$ cat config.mk
export PLATFORM = sky130hd
export DESIGN_NAME = uart_rx_cfg
export DESIGN_NICKNAME = d
export VERILOG_FILES = /design/src/rtl/uart_pkg.sv /design/src/rtl/uart_bit_sampler.sv /design/src/rtl/uart_rx_cfg.sv
export SDC_FILE = /design/constraint.sdc
export NUM_CORES = 1
export LEC_CHECK = 0
export BUFFER_PORTS_ARGS = -buffer_cell sky130_fd_sc_hd__buf_2
export CORE_MARGIN = 1.5
export CORE_UTILIZATION = 40
export DETAILED_ROUTE_END_ITERATION = 8
export PLACE_DENSITY = 0.62
export SLEW_MARGIN = 20
export SYNTH_ARGS = -nofsm -noshare
export SYNTH_HDL_FRONTEND = slang
export SYNTH_HIERARCHICAL = 1
export SYNTH_SLANG_ARGS = --single-unit
$ cat constraint.sdc
create_clock -name clk -period 2.1 [get_ports clk]
set_input_delay 0.105 -clock clk [delete_from_list [all_inputs] [get_ports clk]]
set_output_delay 0.105 -clock clk [all_outputs]
set_load 0.01 [all_outputs]
$ cat src/rtl/uart_pkg.sv
`default_nettype none
// ---------------------------------------------------------------------------
// uart_pkg : shared FSM encoding, parity-mode codes and legal parameter limits
// Revision : 1.0
// ---------------------------------------------------------------------------
package uart_pkg;

  typedef enum logic [2:0] {
    ST_IDLE      = 3'd0,
    ST_START     = 3'd1,
    ST_DATA      = 3'd2,
    ST_PARITY    = 3'd3,
    ST_STOP      = 3'd4,
    ST_WAIT_IDLE = 3'd5
  } rx_state_t;

  localparam logic [1:0] PAR_NONE     = 2'b00;
  localparam logic [1:0] PAR_EVEN     = 2'b01;
  localparam logic [1:0] PAR_ODD      = 2'b10;
  localparam logic [1:0] PAR_NONE_ALT = 2'b11;

  localparam int DATA_BITS_MIN = 5;
  localparam int DATA_BITS_MAX = 9;
  localparam int STOP_BITS_MIN = 1;
  localparam int STOP_BITS_MAX = 2;

  function automatic logic maj3(input logic a, input logic b, input logic c);
    return (a & b) | (a & c) | (b & c);
  endfunction

endpackage
`default_nettype wire

$ cat src/rtl/uart_bit_sampler.sv
`default_nettype none
// ---------------------------------------------------------------------------
// uart_bit_sampler : per-bit oversample tick counter with 2-of-3 centre vote
// Revision : 1.0
// ---------------------------------------------------------------------------
module uart_bit_sampler
  import uart_pkg::*;
#(
  parameter int OVERSAMPLE = 4
) (
  input  logic                          clk,
  input  logic                          reset_n,
  input  logic                          baud_tick,
  input  logic                          rx,
  input  logic                          restart,
  input  logic                          run,
  output logic                          bit_done,
  output logic                          bit_val,
  output logic [$clog2(OVERSAMPLE)-1:0] tick_cnt
);

  localparam int CW = $clog2(OVERSAMPLE);
  localparam logic [CW-1:0] TICK_EARLY  = CW'(OVERSAMPLE / 2 - 1);
  localparam logic [CW-1:0] TICK_CENTRE = CW'(OVERSAMPLE / 2);
  localparam logic [CW-1:0] TICK_LATE   = CW'(OVERSAMPLE / 2 + 1);
  localparam logic [CW-1:0] TICK_LAST   = CW'(OVERSAMPLE - 1);

  logic s_early, s_mid;

  // The tick that detects the falling edge is tick 0 of the start bit,
  // so a restart loads 1 for the following tick.
  always_ff @(posedge clk or negedge reset_n) begin
    if (!reset_n) begin
      tick_cnt <= '0;
      s_early  <= 1'b1;
      s_mid    <= 1'b1;
    end else if (baud_tick) begin
      if (restart) begin
        tick_cnt <= CW'(1);
      end else if (run) begin
        tick_cnt <= (tick_cnt == TICK_LAST) ? '0 : tick_cnt + CW'(1);
        if (tick_cnt == TICK_EARLY)  s_early <= rx;
        if (tick_cnt == TICK_CENTRE) s_mid   <= rx;
      end else begin
        tick_cnt <= '0;
      end
    end
  end

  assign bit_done = run && baud_tick && (tick_cnt == TICK_LATE);
  assign bit_val  = maj3(s_early, s_mid, rx);

endmodule
`default_nettype wire

$ cat src/rtl/uart_rx_cfg.sv
`default_nettype none
// ---------------------------------------------------------------------------
// uart_rx_cfg : oversampled UART receiver with valid/ready output and error
//               pulses; parity support compiled in with UART_RX_PARITY_EN.
// Revision    : 1.0
// ---------------------------------------------------------------------------
module uart_rx_cfg
  import uart_pkg::*;
#(
  parameter int DATA_BITS  = 8,
  parameter int OVERSAMPLE = 4,
  parameter int STOP_BITS  = 1
) (
  input  logic                 clk,
  input  logic                 reset_n,
  input  logic                 baud_tick,
  input  logic                 serial,
  input  logic [1:0]           parity_mode,
  output logic [DATA_BITS-1:0] data,
  output logic                 valid,
  input  logic                 ready,
  output logic                 framing_err,
  output logic                 parity_err,
  output logic                 overrun,
  output logic                 break_det
);

  localparam int CW  = $clog2(OVERSAMPLE);
  localparam int BCW = $clog2(DATA_BITS + 1);
  localparam logic [CW-1:0]  TICK_CENTRE = CW'(OVERSAMPLE / 2);
  localparam logic [CW-1:0]  TICK_LAST   = CW'(OVERSAMPLE - 1);
  localparam logic [BCW-1:0] LAST_DATA   = BCW'(DATA_BITS - 1);
  localparam logic [BCW-1:0] LAST_STOP   = BCW'(STOP_BITS - 1);

  logic                 sync1, sync2, rx;
  rx_state_t            state, state_nxt;
  logic [CW-1:0]        tick_cnt;
  logic                 bit_done, bit_val, start_ok;
  logic [DATA_BITS-1:0] shreg;
  logic [BCW-1:0]       bit_cnt;
  logic                 all_low, par_bad, parity_on;
  logic                 frame_good, frame_fe, frame_brk, frame_pe;

  always_ff @(posedge clk or negedge reset_n) begin
    if (!reset_n) begin
      sync1 <= 1'b1;
      sync2 <= 1'b1;
    end else begin
      sync1 <= serial;
      sync2 <= sync1;
    end
  end
  assign rx = sync2;

  assign start_ok = (state == ST_START) && baud_tick && (tick_cnt == TICK_CENTRE) && !rx;

  uart_bit_sampler #(.OVERSAMPLE(OVERSAMPLE)) u_sampler (
    .clk       (clk),
    .reset_n   (reset_n),
    .baud_tick (baud_tick),
    .rx        (rx),
    .restart   ((state == ST_IDLE) && !rx),
    .run       ((state == ST_START) || (state == ST_DATA) ||
                (state == ST_PARITY) || (state == ST_STOP)),
    .bit_done  (bit_done),
    .bit_val   (bit_val),
    .tick_cnt  (tick_cnt)
  );

`ifdef UART_RX_PARITY_EN
  logic [1:0] par_mode;

  always_ff @(posedge clk or negedge reset_n) begin
    if (!reset_n) begin
      par_mode   <= PAR_NONE;
      par_bad    <= 1'b0;
      parity_err <= 1'b0;
    end else begin
      parity_err <= frame_pe;
      if (start_ok) begin
        par_mode <= parity_mode;
        par_bad  <= 1'b0;
      end else if ((state == ST_PARITY) && bit_done) begin
        par_bad <= bit_val != ((^shreg) ^ (par_mode == PAR_ODD));
      end
    end
  end
  assign parity_on = (par_mode == PAR_EVEN) || (par_mode == PAR_ODD);
`else
  logic unused_parity_mode;
  assign unused_parity_mode = ^parity_mode;
  assign parity_on  = 1'b0;
  assign par_bad    = 1'b0;
  assign parity_err = 1'b0;
`endif

  always_ff @(posedge clk or negedge reset_n) begin
    if (!reset_n) state <= ST_IDLE;
    else          state <= state_nxt;
  end

  always_comb begin
    state_nxt  = state;
    frame_good = 1'b0;
    frame_fe   = 1'b0;
    frame_brk  = 1'b0;
    frame_pe   = 1'b0;
    case (state)
      ST_IDLE:  if (baud_tick && !rx) state_nxt = ST_START;
      ST_START: begin
        if (baud_tick) begin
          if ((tick_cnt == TICK_CENTRE) && rx) state_nxt = ST_IDLE;
          else if (tick_cnt == TICK_LAST)      state_nxt = ST_DATA;
        end
      end
      ST_DATA:  if (bit_done && (bit_cnt == LAST_DATA))
                  state_nxt = parity_on ? ST_PARITY : ST_STOP;
`ifdef UART_RX_PARITY_EN
      ST_PARITY: if (bit_done) state_nxt = ST_STOP;
`endif
      ST_STOP: begin
        if (bit_done) begin
          // An all-low frame through the first stop bit is a line break.
          if (!bit_val) begin
            state_nxt = ST_WAIT_IDLE;
            if ((bit_cnt == '0) && all_low) frame_brk = 1'b1;
            else                            frame_fe  = 1'b1;
          end else if (bit_cnt == LAST_STOP) begin
            state_nxt = ST_IDLE;
            if (par_bad) frame_pe   = 1'b1;
            else         frame_good = 1'b1;
          end
        end
      end
      ST_WAIT_IDLE: if (baud_tick && rx) state_nxt = ST_IDLE;
      default:      state_nxt = ST_IDLE;
    endcase
  end

  always_ff @(posedge clk or negedge reset_n) begin
    if (!reset_n) begin
      shreg   <= '0;
      bit_cnt <= '0;
      all_low <= 1'b0;
    end else if (start_ok) begin
      bit_cnt <= '0;
      all_low <= 1'b1;
    end else if (bit_done) begin
      case (state)
        ST_DATA: begin
          shreg   <= {bit_val, shreg[DATA_BITS-1:1]};
          all_low <= all_low & ~bit_val;
          bit_cnt <= (bit_cnt == LAST_DATA) ? '0 : bit_cnt + BCW'(1);
        end
        ST_PARITY: all_low <= all_low & ~bit_val;
        ST_STOP:   bit_cnt <= bit_cnt + BCW'(1);
        default:   ;
      endcase
    end
  end

  always_ff @(posedge clk or negedge reset_n) begin
    if (!reset_n) begin
      data        <= '0;
      valid       <= 1'b0;
      framing_err <= 1'b0;
      break_det   <= 1'b0;
      overrun     <= 1'b0;
    end else begin
      framing_err <= frame_fe;
      break_det   <= frame_brk;
      overrun     <= 1'b0;
      if (frame_good) begin
        if (valid && !ready) begin
          overrun <= 1'b1;
        end else begin
          data  <= shreg;
          valid <= 1'b1;
        end
      end else if (valid && ready) begin
        valid <= 1'b0;
      end
    end
  end

endmodule
`default_nettype wire

==> results of run 1 <==
[per-stage QoR]
stage / area (µm²) / cells / worst slack, ns / power, W
floorplan: 1660 / 134 / 0.0607 / 0.00104
global placement: 1830 / 204 / 0.155 / 0.00118
detailed placement: 1830 / 204 / 0.152 / 0.00120
finish: 1950 / 214 / 0.138 / 0.00169
global route: 1950 / 214 / 0.00607 / 0.00181
CTS: 1950 / 214 / 0.117 / 0.00171
[layer usage]
metal	wire (µm)	vias to the layer above	GRT usage, %
met5	0	-	0
met4	72	0	7.14
met3	104	7	5.00
met2	1400	22	24.6
met1	1330	526	18.7
li1	-	535	-
[state kept, by name, indices dropped and copies added, names as in the netlist]
register / count
bit_cnt: 4
rx: 1
u_sampler/s_mid: 1
data: 8
sync1: 1
all_low: 1
framing_err: 1
break_det: 1
u_sampler/tick_cnt: 2
shreg: 8
overrun: 1
state: 3
valid: 1
u_sampler/s_early: 1
[area by class of cell]
cell class | count | area (µm²)
Fill cell | 375 | 2050
Sequential cell | 34 | 856
Clock inverter | 2 | 12.5
Timing Repair Buffer | 26 | 160
Clock buffer | 6 | 82.6
Multi-Input combinational cell | 90 | 749
Tap cell | 50 | 62.6
Inverter | 6 | 22.5
[kinds of logic (layout without fill, tap and decap cells)]
group	count (synthesis)	after routing	share of synthesized area, %
AO/OA/AOI/OAI	17	17	7.40
AND/OR/NAND/NOR	46	46	18.1
other	1	1	0.226
buffers and inverters	10	40	3.10
XOR/XNOR	1	1	0.529
multiplexers	19	19	14.7
flip-flops	34	34	51.7
adder cells (fa/ha/maj)	6	6	4.38
[worst max-delay path, stage by stage (launching register included)]
cell	delay, ns
dfrtp_1	0.39
nor2_2	0.14
xnor2_1	0.18
and3_2	0.26
nor2b_4	0.18
o21ai_4	0.10
or4_1	0.52
a21oi_1	0.14
[cell usage after synthesis, types with 2 or more instances]
cell type  count  area, µm²
a21oi_1        2       10.0
buf_2          2       10.0
dfrtp_1       30        751
dfstp_2        4        105
ha_1           5       62.6
inv_1          6       22.5
mux2_2         9        101
mux2_4         8        120
nand2_1       11       41.3
nand2b_1       3       18.8
nand3_1        5       25.0
nand4b_1       3       26.3
nor2_1         5       18.8
nor3b_1        2       15.0
o211ai_1       2       15.0
o21ai_0        4       20.0
o31ai_1        3       22.5
[power by group through the flow]
stage | Clock (W) | Sequential [W] | Combinational (W)
final | 0.000502 | 0.000780 | 0.000413
after global routing | 0.000553 | 0.000785 | 0.000469
after CTS | 0.000517 | 0.000779 | 0.000418
after detailed placement | 0 | 0.000790 | 0.000413
after global placement | 0 | 0.000785 | 0.000397
after floorplan | 0 | 0.000788 | 0.000250
[final timing paths]
path                                start                    end  slack (ns)  cells past startpoint
worst min-delay path            baud_tick  u_sampler/tick_cnt[0]        0.14                      2
worst min register to register      sync1                     rx        0.36                      0
max in group asynchronous         reset_n             bit_cnt[0]        1.20                      2
min in group asynchronous         reset_n              break_det        0.42                      2
worst max register to register   state[1]             bit_cnt[3]        0.14                      7
worst max-delay path             state[1]             bit_cnt[3]        0.14                      7
[layout by cell type, fill, tap and decap left out, types with 2 or more instances in the layout]
cell,Yosys,final
a21oi_1,2,2
buf_4,1,8
nor3b_1,2,2
o31ai_1,3,3
dlygate4sd3_1,0,2
buf_2,2,16
dfrtp_1,30,30
clkbuf_8,0,6
o211ai_1,2,2
inv_1,6,6
nor2_1,5,5
o21ai_0,4,4
nand4b_1,3,3
mux2_4,8,8
dfstp_2,4,4
mux2_2,9,9
nand3_1,5,5
nand2_1,11,11
ha_1,5,5
nand2b_1,3,3
==> results.sh, run 1 <==
export IMPL_grt_pass1_wl_um=5040
export IMPL_ctsRootBufferMaster="clkbuf_8"
export IMPL_clk_pin_slew_ns=0.07
export IMPL_die_area_mm2=0.00454
export IMPL_port_buffer_count=16
export IMPL_grt_ovfl_total=0
export IMPL_drc=0
export IMPL_slew_viol_final=0
export IMPL_vias_per_cell=5.09
export IMPL_ant_nets=0
export IMPL_cts_sinks=34
export IMPL_start_util_pct=41.4
export IMPL_critPathKind="reg -> reg"
export IMPL_grt_pass1_vias=1093
export IMPL_yosysSeqAreaShare_pct=51.7
export IMPL_grt_max_degree=35
export IMPL_antenna_found_initial=0
export IMPL_post_cts_buffers=0
export IMPL_period_share_pct=93.5
export IMPL_synth_flop_cell="dfrtp_1"
export IMPL_synth_area_mm2=0.00166
export IMPL_place_hpwl_um=2080
export IMPL_crit_required_ns=2.31
export IMPL_hp_class="in -> reg"
export IMPL_wl_per_cell_um=13.5
export IMPL_die_w_um=67.4
export IMPL_slew_headroom_pct=50.6
export IMPL_start_kind="flip-flop"
export IMPL_cellPowerDensity_mw_per_mm2=871
export IMPL_clock_latency_ns=0.28
export IMPL_num_antenna_cells=0
export IMPL_htree_levels=2
export IMPL_synth_edf_count=0
export IMPL_grt_usage_pct=15.4
export IMPL_leakage_nw=0.962
export IMPL_outcome="finished clean"
export IMPL_ir_drop_uv=502
export IMPL_finalHoldViolations=0
export IMPL_holdWs_ns=0.139
export IMPL_maxCapViolCount=0
export IMPL_fin_crit_ns=1.96
export IMPL_power_frac_clock_pct=29.6
export IMPL_ys_warn_count=6
export IMPL_switching_power_w=0.000504
export IMPL_cts_resized=0
export IMPL_tightest_slew_ns=0.741
export IMPL_cts_buffers_inserted=5
export IMPL_critPathArrivalTime_ns=2.17
export IMPL_fmax_mhz=510
export IMPL_first_iter_violations=96
export IMPL_ctsHoldBuffers=2
export IMPL_setup_violations=0
export IMPL_synth_distinct_cells=47
export IMPL_intPower_w=0.00119
export IMPL_core_area_mm2=0.00400
export IMPL_rsz0062_at_grt="no"
export IMPL_vias=1090
export IMPL_cts_tree="built"
export IMPL_worstSetupEndpointType="flip-flop"
export IMPL_async_flop_share_pct=100
export IMPL_wirelength_um=2900
export IMPL_setup_tns_final_ns=0
export IMPL_ys_seq_elements=34
export IMPL_finalNetCount=175
export IMPL_postSynthCellCount=134
export IMPL_syn_nets=146
export IMPL_pwr_share_comb_pct=24.4
export IMPL_seq_power_share_pct=46.0
export IMPL_drive_above_1_share_pct=37.8
export IMPL_avgSynthCellArea_um2=12.4
export IMPL_final_core_util_pct=48.6
export IMPL_die_h_um=67.4
export IMPL_area_growth_pct=17.4
export IMPL_ios=20
export IMPL_cts_path_max_buffers=2
export IMPL_skew_ns=0.00206
export IMPL_place_gp_congestion=0.895
export IMPL_path_max_fanout=7
export IMPL_first_pass_iters=4
export IMPL_switching_share_pct=29.7
export IMPL_core_rowCount=23
Power figures use the tool's default switching activity.
==> run 2, diff against run 1 <==
--- a/config.mk
+++ b/config.mk
@@ -13,5 +13,4 @@
 export SLEW_MARGIN = 20
 export SYNTH_ARGS = -nofsm -noshare
 export SYNTH_HDL_FRONTEND = slang
-export SYNTH_HIERARCHICAL = 1
 export SYNTH_SLANG_ARGS = --single-unit
==> run 2 against run 1 <==
Net effect:
- sequential power up 13%
- area after synthesis down 1.3%
- sequential share of layout area up 1.1 points
- synthesized cell count up 3.0%
- fmax up 4.2%
- non-clock buffer count down 5
- sequential cell count unchanged
- count of clock-buffer cells in the layout down 1
- combinational power up 27%
- power up 25%
- critical path type unchanged
- largest power group unchanged
- highest routed layer unchanged
==> results.sh, run 2 <==
export IMPL_outcome="finished clean"
export IMPL_vias=1057
export IMPL_synth_flop_cell="dfrtp_1"
export IMPL_synth_edf_count=0
export IMPL_pwr_share_comb_pct=24.7
export IMPL_fin_crit_ns=1.88
export IMPL_first_iter_violations=42
export IMPL_ir_drop_uv=397
export IMPL_grt_usage_pct=14.2
export IMPL_rsz0062_at_grt="no"
export IMPL_slew_viol_final=0
export IMPL_skew_ns=0.00478
export IMPL_leakage_nw=0.971
export IMPL_drive_above_1_share_pct=32.7
export IMPL_intPower_w=0.00148
export IMPL_final_common_cell="dfrtp_1"
export IMPL_fin_ws_ns=0.216
export IMPL_die_h_um=66.9
export IMPL_worstSetupEndpointType="flip-flop"
export IMPL_cp_cell_sequence="inv_1, ha_1, nor3b_2, nand4_2, nand2b_1, mux2_1"
export IMPL_holdWs_ns=0.106
export IMPL_critPathKind="reg -> reg"
export IMPL_slew_headroom_pct=50.4
export IMPL_cts_buffers_inserted=5
export IMPL_synth_commonest_cells="dfrtp_1 (30), mux2_2 (14), inv_1 (9)"
export IMPL_antenna_found_initial=0
export IMPL_start_util_pct=41.2
export IMPL_die_w_um=66.9
export IMPL_num_antenna_cells=0
export IMPL_final_cell_mix="dfrtp_1 (30), buf_2 (16), mux2_2 (14)"
export IMPL_core_area_mm2=0.00397
export IMPL_ant_nets=0
export IMPL_slowest_stage="dfrtp_1"
export IMPL_postSynthCellCount=138
export IMPL_fmax_mhz=531
export IMPL_grt_ovfl_total=0
export IMPL_avgSynthCellArea_um2=11.9
export IMPL_slowest_delay_ns=0.42
export IMPL_clk_pin_slew_ns=0.07
export IMPL_grt_pass1_vias=1020
export IMPL_path_max_fanout=8
export IMPL_yosysSeqAreaShare_pct=52.3
export IMPL_period_share_pct=89.7
export IMPL_grt_max_degree=35
export IMPL_switching_power_w=0.000646
export IMPL_finalHoldViolations=0
export IMPL_pre_cts_slack_ns=0.193
export IMPL_yosysMostFrequentCell="dfrtp_1"
export IMPL_setup_violations=0
export IMPL_ys_seq_elements=34
export IMPL_synth_distinct_cells=39
export IMPL_clock_latency_ns=0.29
export IMPL_yosysTopAreaCell="dfrtp_1"
export IMPL_vias_per_cell=5.06
export IMPL_fillers=353
export IMPL_maxCapViolCount=0
export IMPL_htree_levels=2
export IMPL_async_flop_share_pct=100
export IMPL_tightest_slew_ns=0.744
export IMPL_cts_resized=0
export IMPL_wirelength_um=2670
export IMPL_place_gp_congestion=0.782
export IMPL_power_frac_clock_pct=33.9
export IMPL_start_kind="flip-flop"
export IMPL_critPathArrivalTime_ns=2.06
export IMPL_synth_area_mm2=0.00164
export IMPL_post_cts_buffers=0
export IMPL_place_hpwl_um=1870
export IMPL_area_growth_pct=16.1
export IMPL_synthTopCellsByArea="dfrtp_1 (46%), mux2_2 (9.6%), dfstp_2 (6.4%)"
export IMPL_core_rowCount=23
export IMPL_finalNetCount=170
export IMPL_switching_share_pct=30.4
export IMPL_cts_path_max_buffers=2
export IMPL_ys_warn_count=0
export IMPL_cts_tree="built"
export IMPL_port_buffer_count=16
export IMPL_cts_sinks=34
export IMPL_cellPowerDensity_mw_per_mm2=1120
export IMPL_drc=0
export IMPL_syn_nets=150
export IMPL_first_pass_iters=4
export IMPL_wl_per_cell_um=12.8
export IMPL_ctsRootBufferMaster="clkbuf_8"
export IMPL_seq_power_share_pct=41.4
export IMPL_die_area_mm2=0.00448
export IMPL_ios=20
export IMPL_top_regs="data (8), shreg (8), bit_cnt (4)"
export IMPL_netlist_area_leader_share_pct=45.9
export IMPL_setup_tns_final_ns=0
export IMPL_crit_required_ns=2.27
export IMPL_grt_pass1_wl_um=4610
export IMPL_hp_class="in -> reg"
==> run 2: area by class of cell <==
class                      count  area [µm²]  area share, %
timing repair buffer          21         123           6.46
clock buffer                   5        68.8           3.63
clock inverter                 3        68.8           3.63
multi-input combinational     87         686           36.1
inverter                       9        33.8           1.78
tap                           50        62.6           3.30
sequential                    34         856           45.1
==> run 2: through the flow <==
step / area (µm²) / cells / utilization, % / power, W
floorplan: 1640 / 138 / - / 0.00130
global placement: 1740 / 199 / 43.8 / 0.00139
detailed placement: 1740 / 199 / 43.8 / 0.00141
CTS: 1900 / 209 / 47.8 / 0.00215
global route: 1900 / 209 / 47.8 / 0.00227
finish: 1900 / 209 / 47.8 / 0.00213
==> run 2: worst paths after layout <==
| path | to | slack [ns] | cells past startpoint | startpoint |
|---|---|---|---|---|
| max reg2reg | data[2] | 0.22 | 6 | bit_cnt[0] |
| max in group asynchronous | shreg[5] | 1.21 | 2 | reset_n |
| min in group asynchronous | bit_cnt[3] | 0.42 | 2 | reset_n |
| max | data[2] | 0.22 | 6 | bit_cnt[0] |
| min reg2reg | rx | 0.36 | 0 | sync1 |
| min | overrun | 0.11 | 3 | ready |
==> run 2: worst max-delay path: cells and delay by family (launching register included) <==
| kind | cells | cell delay, ns |
|---|---|---|
| muxes | 1 | 0.39 |
| and+or+nand+nor | 3 | 0.76 |
| DFF | 1 | 0.42 |
| buffers and inverters | 1 | 0.07 |
| adders and majority gates | 1 | 0.13 |
==> run 2: what timing repair did <==
action                                  4_1_cts  5_1_grt
endpoints found under the setup margin        0        0
endpoints found under the hold margin        31        0
hold buffers                                  2        0
==> run 2: kinds of logic after synthesis <==
group | count (synthesis) | synth area share (%)
AOI/OAI and AO/OA | 21 | 9.03
xor gates and xnor gates | 2 | 1.07
adders and majority gates | 6 | 4.51
buffers and inverters | 17 | 5.74
DFF | 34 | 52.3
muxes | 20 | 14.1
other | 1 | 0.229
and+or+nand+nor | 37 | 13.0
==> run 2: layer usage <==
layer / wire length, µm / global-route usage [%]
met2: 1190 / 21.3
met5: 0 / 0
met4: 55 / 7.40
met3: 143 / 5.24
met1: 1280 / 17.7
==> run 2: power by group through the flow <==
stage	clock (W)	combinational [W]	sequential, W
after detailed placement	0	0.000523	0.000890
after global routing	0.000764	0.000600	0.000904
after CTS	0.000737	0.000529	0.000879
after global placement	0	0.000504	0.000883
after floorplan	0	0.000451	0.000849
final	0.000721	0.000526	0.000880
==> run 3, diff against run 2 <==
--- a/config.mk
+++ b/config.mk
@@ -10,7 +10,9 @@
 export CORE_UTILIZATION = 40
 export DETAILED_ROUTE_END_ITERATION = 8
 export PLACE_DENSITY = 0.62
+export REMOVE_ABC_BUFFERS = 1
 export SLEW_MARGIN = 20
 export SYNTH_ARGS = -nofsm -noshare
 export SYNTH_HDL_FRONTEND = slang
 export SYNTH_SLANG_ARGS = --single-unit
+export TNS_END_PERCENT = 50
==> run 3 against run 2 <==
Net effect:
- via count down 2.1%
- routed wire length grew 1.9%
- combinational power barely moved
- register-to-register slack got worse by 0.05 ns
- die area unchanged
- non-clock buffer count is the same
- clock skew barely moved
- hold slack worse by 0.0032 ns
- sequential share of layout area is the same
- count of clock-buffer cells in the layout did not move
- sequential power is essentially flat
- first-iteration DRC count fell by 45%
- critical endpoint is now data[1]
- largest power group unchanged
==> results.sh, run 3 (synthesis results as in run 2) <==
export IMPL_outcome="finished clean"
export IMPL_place_hpwl_um=1900
export IMPL_cts_tree="built"
export IMPL_path_max_fanout=8
export IMPL_fin_crit_ns=1.93
export IMPL_place_area_mm2=0.00174
export IMPL_drc=0
export IMPL_ir_drop_uv=352
export IMPL_grt_ovfl_total=0
export IMPL_setup_tns_final_ns=0
export IMPL_cellPowerDensity_mw_per_mm2=1120
export IMPL_ctsRootBufferMaster="clkbuf_8"
export IMPL_clk_pin_slew_ns=0.07
export IMPL_port_buffer_count=16
export IMPL_post_cts_buffers=0
export IMPL_final_cell_mix="dfrtp_1 (30), buf_2 (16), mux2_2 (14)"
export IMPL_die_area_mm2=0.00448
export IMPL_tightest_slew_ns=0.740
export IMPL_maxCapViolCount=0
export IMPL_cts_sinks=34
export IMPL_core_area_mm2=0.00397
export IMPL_vias=1035
export IMPL_switching_power_w=0.000645
export IMPL_slew_headroom_pct=50.7
export IMPL_min_delay_start="ready"
export IMPL_finalHoldViolations=0
export IMPL_ios=20
export IMPL_antenna_found_initial=0
export IMPL_start_util_pct=41.2
export IMPL_top_regs="data (8), shreg (8), bit_cnt (4)"
export IMPL_seq_power_share_pct=41.5
export IMPL_r2r_start="bit_cnt[0]"
export IMPL_final_common_cell="dfrtp_1"
export IMPL_wl_per_cell_um=13.0
export IMPL_wirelength_um=2720
export IMPL_grt_usage_pct=14.2
export IMPL_intPower_w=0.00148
export IMPL_die_h_um=66.9
export IMPL_power_frac_clock_pct=33.7
export IMPL_first_iter_violations=23
export IMPL_skew_ns=0.00504
export IMPL_fmax_mhz=517
export IMPL_htree_levels=2
export IMPL_critPathArrivalTime_ns=2.10
export IMPL_crit_required_ns=2.27
export IMPL_grt_pass1_wl_um=4600
export IMPL_period_share_pct=92.1
export IMPL_die_w_um=66.9
export IMPL_ant_nets=0
export IMPL_worstSetupStartpoint="bit_cnt[0]"
export IMPL_core_rowCount=23
export IMPL_slowest_stage="dfrtp_1"
export IMPL_fin_area_mm2=0.00190
export IMPL_finalNetCount=170
export IMPL_grt_pass1_vias=1014
export IMPL_leakage_nw=0.971
export IMPL_first_pass_iters=4
export IMPL_crit_family="simple AND/OR/NAND/NOR gates"
export IMPL_place_gp_congestion=0.738
export IMPL_grt_max_degree=35
export IMPL_cp_cell_sequence="inv_1, ha_1, nor3b_2, nand4_2, nand2b_1, mux2_1"
export IMPL_vias_per_cell=4.95
export IMPL_drive_above_1_share_pct=32.7
export IMPL_area_growth_pct=16.1
export IMPL_critPathKind="reg -> reg"
export IMPL_pwr_share_comb_pct=24.8
export IMPL_setup_violations=0
export IMPL_start_kind="flip-flop"
export IMPL_slew_viol_final=0
export IMPL_hp_class="in -> reg"
export IMPL_clock_latency_ns=0.28
export IMPL_num_antenna_cells=0
export IMPL_cts_path_max_buffers=2
export IMPL_slowest_delay_ns=0.42
export IMPL_crit_buf_inv=1
export IMPL_switching_share_pct=30.3
export IMPL_cts_buffers_inserted=5
export IMPL_rsz0062_at_grt="no"
export IMPL_worstSetupEndpointType="flip-flop"
==> run 3: cell counts in the layout (fill, tap and decap cells not counted) <==
No cell type changed its count.
==> run 3: path summary, 6_finish.rpt <==
kind,endpoint,slack (ns),cells after the start
max,data[1],0.17,6
min,overrun,0.10,3
max reg2reg,data[1],0.17,6
min reg2reg,rx,0.36,0
max in group asynchronous,shreg[5],1.21,2
min in group asynchronous,bit_cnt[1],0.42,2
==> run 3: routing by layer <==
metal | wire length, µm | part of all wire, % | vias up | track usage, %
met5 | 0 | 0 | - | 0
met2 | 1210 | 45 | 21 | 20.4
met3 | 130 | 4.8 | 5 | 5.41
met4 | 54 | 2.0 | 0 | 8.16
li1 | - | - | 512 | -
met1 | 1320 | 49 | 497 | 18.0
==> run 3: repair_timing <==
action,CTS,global route
gates resized for setup,0,0
hold buffers,2,0
hold endpoints to repair,31,0
endpoints found under the setup margin,0,0
==> run 3: worst reg2reg max path: cells and delay by family, from the launching register on <==
kind	cells	cell delay, ns
AND/OR/NAND/NOR	3	0.78
flip-flops	1	0.42
multiplexers	1	0.40
adder cells (fa/ha/maj)	1	0.14
buffers and inverters	1	0.08
==> run 3: through the flow <==
stage / worst slack [ns] / util (%) / instances / total power [W] / hold WS [ns]
finish: 0.166 / 47.8 / 209 / 0.00213 / 0.102
floorplan: 0.366 / - / 130 / 0.00126 / -0.191
CTS: 0.160 / 47.8 / 209 / 0.00214 / 0.0939
detailed placement: 0.169 / 43.8 / 199 / 0.00141 / 0.212
global route: 0.0301 / 47.8 / 209 / 0.00227 / 0.128
global placement: 0.227 / 43.8 / 199 / 0.00139 / 0.200
==> run 3: power by group through the flow <==
stage | clock (W) | combinational (W) | sequential, W
floorplan | 0 | 0.000394 | 0.000865
global placement | 0 | 0.000505 | 0.000884
detailed placement | 0 | 0.000519 | 0.000891
CTS | 0.000736 | 0.000526 | 0.000880
global route | 0.000780 | 0.000593 | 0.000899
finish | 0.000717 | 0.000528 | 0.000883
==> run 3: layout make-up <==
class | count | area, µm²
well taps | 50 | 62.6
fillers | 353 | 2070
clock buffers | 5 | 68.8
clock inverters | 3 | 68.8
flip-flops and latches | 34 | 856
inverters | 9 | 33.8
repair buffers | 21 | 123
multi-input cells | 87 | 686
